==> config.mk <==
export PLATFORM = sky130hd
export DESIGN_NAME = serial_add_ctrl
export DESIGN_NICKNAME = d
export VERILOG_FILES = /design/src/rtl/serial_add_ctrl_pkg.sv /design/src/rtl/serial_add_ctrl_fa.sv /design/src/rtl/serial_add_ctrl.sv
export SDC_FILE = /design/constraint.sdc
export NUM_CORES = 1
export LEC_CHECK = 0
export BUFFER_PORTS_ARGS = -buffer_cell sky130_fd_sc_hd__buf_2
export CORE_UTILIZATION = 45
export CTS_CLUSTER_DIAMETER = 50
export DETAILED_ROUTE_END_ITERATION = 10
export PLACE_DENSITY = 0.78
export SYNTH_ARGS = -nofsm -noshare
export SYNTH_HDL_FRONTEND = slang
export SYNTH_HIERARCHICAL = 1
export SYNTH_SLANG_ARGS = --single-unit
==> constraint.sdc <==
create_clock -name ck -period 1.76 [get_ports ck]
set_input_delay 0.176 -clock ck [delete_from_list [all_inputs] [get_ports ck]]
set_output_delay 0.176 -clock ck [all_outputs]
set_load 0.01 [all_outputs]
==> src/rtl/serial_add_ctrl_pkg.sv <==
// Shared types for the bit-serial adder controller.
package serial_add_ctrl_pkg;

   typedef enum logic [1:0] {
      ST_IDLE = 2'd0,
      ST_RUN  = 2'd1,
      ST_DONE = 2'd2
   } state_t;

   localparam int WIDTH_DEFAULT = 8;

endpackage

==> src/rtl/serial_add_ctrl_fa.sv <==
// 1-bit full-adder cell: combinational sum and carry.
module serial_add_ctrl_fa (
   input  logic a,
   input  logic b,
   input  logic ci,
   output logic s,
   output logic co
);

   assign s  = a ^ b ^ ci;
   assign co = (a & b) | (ci & (a ^ b));

endmodule

==> src/rtl/serial_add_ctrl.sv <==
// Bit-serial adder controller: loads operands, drives the full-adder cell LSB-first
// one bit per clock, and presents {cout,sum} over a valid/ready handshake.
//
// state | meaning
// IDLE  | waiting for operands, in_ready high
// RUN   | one operand bit per edge through the cell, WIDTH edges
// DONE  | result held until out_ready
module serial_add_ctrl
   import serial_add_ctrl_pkg::*;
#(
   parameter int WIDTH = WIDTH_DEFAULT
) (
   input  logic             ck,
   input  logic             rst,
   input  logic             clr,
   input  logic             in_valid,
   output logic             in_ready,
   input  logic [WIDTH-1:0] a,
   input  logic [WIDTH-1:0] b,
   input  logic             cin,
   output logic             out_valid,
   input  logic             out_ready,
   output logic [WIDTH-1:0] sum,
   output logic             cout,
   output logic             busy
);

   localparam int            CW       = $clog2(WIDTH);
   localparam logic [CW-1:0] CNT_LAST = CW'(WIDTH - 1);

   state_t           state;
   state_t           state_nxt;
   logic [WIDTH-1:0] a_sr;
   logic [WIDTH-1:0] b_sr;
   logic [WIDTH-1:0] sum_sr;
   logic             carry;
   logic [CW-1:0]    cnt;
   logic             fa_s;
   logic             fa_co;

   serial_add_ctrl_fa fa (
      .a  (a_sr[0]),
      .b  (b_sr[0]),
      .ci (carry),
      .s  (fa_s),
      .co (fa_co)
   );

   always_ff @(posedge ck or negedge rst) begin
      if (!rst) begin
         state <= ST_IDLE;
      end else begin
         state <= state_nxt;
      end
   end

   always_comb begin
      state_nxt = state;
      if (clr) begin
         state_nxt = ST_IDLE;
      end else begin
         case (state)
            ST_IDLE: if (in_valid)        state_nxt = ST_RUN;
            ST_RUN:  if (cnt == CNT_LAST) state_nxt = ST_DONE;
            ST_DONE: if (out_ready)       state_nxt = ST_IDLE;
            default:                      state_nxt = ST_IDLE;
         endcase
      end
   end

   // The edge that leaves RUN still shifts in the MSB sum bit and the final carry.
   always_ff @(posedge ck or negedge rst) begin
      if (!rst) begin
         a_sr   <= '0;
         b_sr   <= '0;
         sum_sr <= '0;
         carry  <= 1'b0;
         cnt    <= '0;
      end else if (clr) begin
         carry  <= 1'b0;
         cnt    <= '0;
      end else begin
         case (state)
            ST_IDLE: begin
               if (in_valid) begin
                  a_sr  <= a;
                  b_sr  <= b;
                  carry <= cin;
                  cnt   <= '0;
               end
            end
            ST_RUN: begin
               sum_sr <= {fa_s, sum_sr[WIDTH-1:1]};
               carry  <= fa_co;
               a_sr   <= {1'b0, a_sr[WIDTH-1:1]};
               b_sr   <= {1'b0, b_sr[WIDTH-1:1]};
               cnt    <= cnt + 1'b1;
            end
            default: ;
         endcase
      end
   end

   assign in_ready  = (state == ST_IDLE);
   assign busy      = (state == ST_RUN);
   assign out_valid = (state == ST_DONE);
   assign sum       = sum_sr;
   assign cout      = carry;

endmodule

==> impl_metrics.prom <==
# TYPE chip_impl_metric gauge
chip_impl_metric{name="port-buffer-count",unit=""} 33
chip_impl_info{name="synth_most_common_cell",value="dfrtp_1"} 1
chip_impl_metric{name="synth_area_per_cell",unit="sq um"} 14.9
chip_impl_metric{name="synth_top_area_share",unit="%"} 50.4
chip_impl_info{name="yosys-top-cells-count",value="dfrtp_1, mux2_2, mux2_4"} 1
chip_impl_metric{name="initial_antenna_violation_count",unit=""} 0
chip_impl_info{name="cp_cell_sequence",value="nor2b_4, buf_4, and2_2, mux2_2"} 1
chip_impl_metric{name="worst-path-max-fanout",unit=""} 8
chip_impl_metric{name="fin_tns_setup",unit="ps"} 0
chip_impl_metric{name="vias_per_cell",unit=""} 4.85
chip_impl_metric{name="worstHoldPathCells",unit=""} 2
chip_impl_metric{name="pwr-share-seq",unit="%"} 50.3
chip_impl_info{name="synth_ff_type",value="dfrtp_1"} 1
chip_impl_metric{name="yosys_warnings",unit=""} 6
chip_impl_metric{name="clock_power_share",unit="%"} 22.8
chip_impl_metric{name="n_fill_cell",unit=""} 299
chip_impl_info{name="regToRegEndpoint",value="sum[4]"} 1
chip_impl_metric{name="post_synth_net_total",unit=""} 125
chip_impl_metric{name="cts_h_tree_lvls",unit=""} 2
chip_impl_metric{name="drtIter0Drc",unit=""} 17
chip_impl_metric{name="cts_made_buffers",unit=""} 5
chip_impl_info{name="cp-start-kind",value="flop"} 1
chip_impl_metric{name="groute.usage.overall",unit="%"} 16.5
chip_impl_metric{name="drive_gt1_share",unit="%"} 62.1
chip_impl_metric{name="worstSkewPairLatency",unit="ps"} 340
chip_impl_metric{name="synthToLayoutAreaGrowth",unit="%"} 20.3
chip_impl_metric{name="worstRegToRegCells",unit=""} 4
chip_impl_metric{name="utilization",unit="%"} 57.7
chip_impl_info{name="synth.area.top_cells",value="dfrtp_1, mux2_2, mux2_4, ha_1, a22oi_1"} 1
chip_impl_metric{name="power.net_switching",unit="uW"} 560
chip_impl_metric{name="floorplan.io_pins",unit=""} 34
chip_impl_info{name="worstHoldEndpoint",value="cnt[1]"} 1
chip_impl_metric{name="wl_per_cell",unit="um"} 13.0
chip_impl_metric{name="synth-async-reset-ratio",unit="%"} 100
chip_impl_metric{name="grt_overflow_total",unit=""} 0
chip_impl_info{name="cts_root_buffer",value="clkbuf_4"} 1
chip_impl_metric{name="post-cts-setup-buffers",unit=""} 0
chip_impl_metric{name="clk_pin_slew_worst_paths",unit="ps"} 100
chip_impl_metric{name="p_int",unit="mW"} 1.38
chip_impl_metric{name="clock_sinks",unit=""} 30
chip_impl_metric{name="max_slew.worst_pin.slew",unit="ps"} 662
chip_impl_metric{name="reg2reg_setup_slack",unit="ps"} 190
chip_impl_info{name="timing_worst_setup_path_type",value="reg -> reg"} 1
chip_impl_metric{name="final_period_minus_worst_setup_slack",unit="ps"} 1570
chip_impl_metric{name="gpl.final_weighted_congestion",unit=""} 0.712
chip_impl_metric{name="report.final.slew_viol_count",unit=""} 0
chip_impl_metric{name="grt_max_degree",unit=""} 31
chip_impl_info{name="rsz_0062_raised_after_global_routing",value="false"} 1
chip_impl_metric{name="ys_ff_latch",unit=""} 30
chip_impl_metric{name="number_of_instances_in_the_synthesized_netlist",unit=""} 100
chip_impl_metric{name="place.detailed.hpwl",unit="um"} 1720
chip_impl_metric{name="max_freq",unit="MHz"} 638
chip_impl_metric{name="crit_path_required_time",unit="ps"} 1980
chip_impl_metric{name="irDropWorstVdd",unit="mV"} 0.549
chip_impl_metric{name="clock_path_buffers",unit=""} 2
chip_impl_metric{name="site_row_count",unit=""} 20
chip_impl_metric{name="postRouteAntennaNets",unit=""} 0
chip_impl_metric{name="num_antenna_cells",unit=""} 0
chip_impl_metric{name="synth_edf_count",unit=""} 0
chip_impl_metric{name="detail_route.first_pass.iterations",unit=""} 4
chip_impl_metric{name="critical-path-max-stage-delay",unit="ps"} 490
chip_impl_metric{name="num-nets-final",unit=""} 164
chip_impl_metric{name="max_slew_headroom",unit="%"} 55.8
chip_impl_metric{name="total_leakage_power",unit="nW"} 0.870
chip_impl_metric{name="synth_seq_area_share",unit="%"} 50.4
chip_impl_metric{name="cp.arrival",unit="ps"} 1780
chip_impl_info{name="tritoncts",value="done"} 1
chip_impl_metric{name="p_per_area",unit="mW/mm^2"} 1090
chip_impl_metric{name="syn_area",unit="sq mm"} 0.00149
chip_impl_metric{name="yosysUniqueCellTypes",unit=""} 21
chip_impl_metric{name="power.switching_fraction",unit="%"} 28.8
chip_impl_metric{name="core_region_area",unit="sq mm"} 0.00310
chip_impl_info{name="critical_path.endpoint_type",value="flop"} 1
chip_impl_info{name="status",value="finished clean"} 1
chip_impl_metric{name="final_hold_viol_count",unit=""} 0
chip_impl_metric{name="finalCritPeriodShare",unit="%"} 89.0
chip_impl_metric{name="full_die_area",unit="sq mm"} 0.00354
chip_impl_metric{name="timing.final.setup_violations",unit=""} 0
chip_impl_metric{name="post-route-drc-count",unit=""} 0
chip_impl_metric{name="die_height",unit="um"} 59.5
chip_impl_metric{name="grt_pass1_wl",unit="um"} 4110
chip_impl_info{name="cell_with_the_largest_stage_delay_on_the_worst_path",value="dfrtp_1"} 1
chip_impl_info{name="worstHoldStart",value="clr"} 1
chip_impl_metric{name="p_comb_share",unit="%"} 26.9
chip_impl_metric{name="detail_route.wirelength",unit="um"} 2400
chip_impl_metric{name="floorplan.initialDensity",unit="%"} 48.0
chip_impl_metric{name="vias",unit=""} 893
chip_impl_metric{name="die_w",unit="um"} 59.5
chip_impl_info{name="regToRegStartpoint",value="state[1]"} 1
chip_impl_info{name="holdCritPathClass",value="in -> reg"} 1
chip_impl_info{name="synthDominantAreaCellType",value="dfrtp_1"} 1
chip_impl_metric{name="number_of_global_route_vias_before_repair",unit=""} 970
chip_impl_metric{name="maxCapViolCount",unit=""} 0
chip_impl_metric{name="fin_skew",unit="ps"} 13.6
critical path: cells and delay by family, from the launching register on:
kind / cells / cell delay, ps
flops: 1 / 490
simple gates: 2 / 440
mux: 1 / 350
buf+inv: 1 / 180
repair_timing:
item	CTS	global route
hold buffers	1	0
resized for setup	0	0
endpoints found under the hold margin	30	0
cell type report:
class                           instances  area, sq um  share of cell area (%)
Clock buffer                            6         51.3                    2.87
Clock inverter                          2         12.5                   0.699
Inverter                                3         11.3                   0.629
Multi-Input combinational cell         62          687                    38.4
Sequential cell                        30          751                    41.9
Tap cell                               44         55.1                    3.07
Timing Repair Buffer                   37          223                    12.4
per-stage QoR:
step                total power, mW  area [sq um]  hold slack (ps)  std cells  worst slack [ps]
floorplan                      1.33          1490             -120        100               264
global placement               1.49          1720              242        175               248
detailed placement             1.53          1720              257        175               195
CTS                            1.98          1790              103        184               179
global route                   2.06          1790              116        184               102
finish                         1.94          1790              115        184               194
worst max path at each step:
| stage | from | endpoint | slack, ps | cells past startpoint |
|---|---|---|---|---|
| 2_1_floorplan | state[1] | a_sr[2] | 260 | 3 |
| 3_3_place_gp | state[1] | sum[0] | 250 | 4 |
| 3_5_place_dp | state[1] | sum[0] | 190 | 4 |
| 4_1_cts | state[1] | sum[4] | 180 | 4 |
| 5_1_grt | state[0] | sum[4] | 100 | 4 |
| 6_report | state[1] | sum[4] | 190 | 4 |
sequential cells by signal (all words and copies together) (netlist names):
| signal | count |
|---|---|
| b_sr | 8 |
| cnt | 3 |
| state | 2 |
| sum | 8 |
| cout | 1 |
| a_sr | 8 |
cells by family after synthesis:
group / count (synthesis) / share of synthesized area (%)
adders and majority gates: 3 / 3.02
AOI/OAI and AO/OA: 5 / 2.69
DFF: 30 / 50.4
and+or+nand+nor: 13 / 5.80
muxes: 41 / 34.6
buffers and inverters: 8 / 3.44
power by group through the flow:
stage | Combinational [mW] | Sequential, mW | Clock [mW]
after floorplan | 0.310 | 1.02 | 0
after global placement | 0.514 | 0.980 | 0
after detailed placement | 0.533 | 0.996 | 0
after CTS | 0.535 | 0.981 | 0.459
after global routing | 0.576 | 1.00 | 0.479
final | 0.523 | 0.977 | 0.443
layout by cell type, fill, tap and decap left out:
cell type,n
fa_1,1
inv_1,3
clkinvlp_4,1
nor2_1,6
buf_4,1
clkbuf_4,5
buf_12,2
mux2_2,24
mux2_4,15
a22oi_1,3
a32o_1,1
nor2b_1,2
dfrtp_1,30
nor3_4,1
mux2i_1,2
o21bai_1,1
clkinv_2,1
nor3_1,1
and2_2,1
dlygate4sd3_1,1
and2b_2,1
buf_2,33
nor2b_4,1
clkbuf_8,1
ha_1,2
layer usage:
| layer | up-vias | global-route usage [%] | routed length (um) |
|---|---|---|---|
| li1 | 429 | - | - |
| met2 | 28 | 27.9 | 1160 |
| met5 | - | 0 | 0 |
| met4 | 0 | 6.98 | 45 |
| met3 | 5 | 7.64 | 161 |
| met1 | 431 | 17.7 | 1030 |
Note: power is estimated with default switching activity, not from simulation.
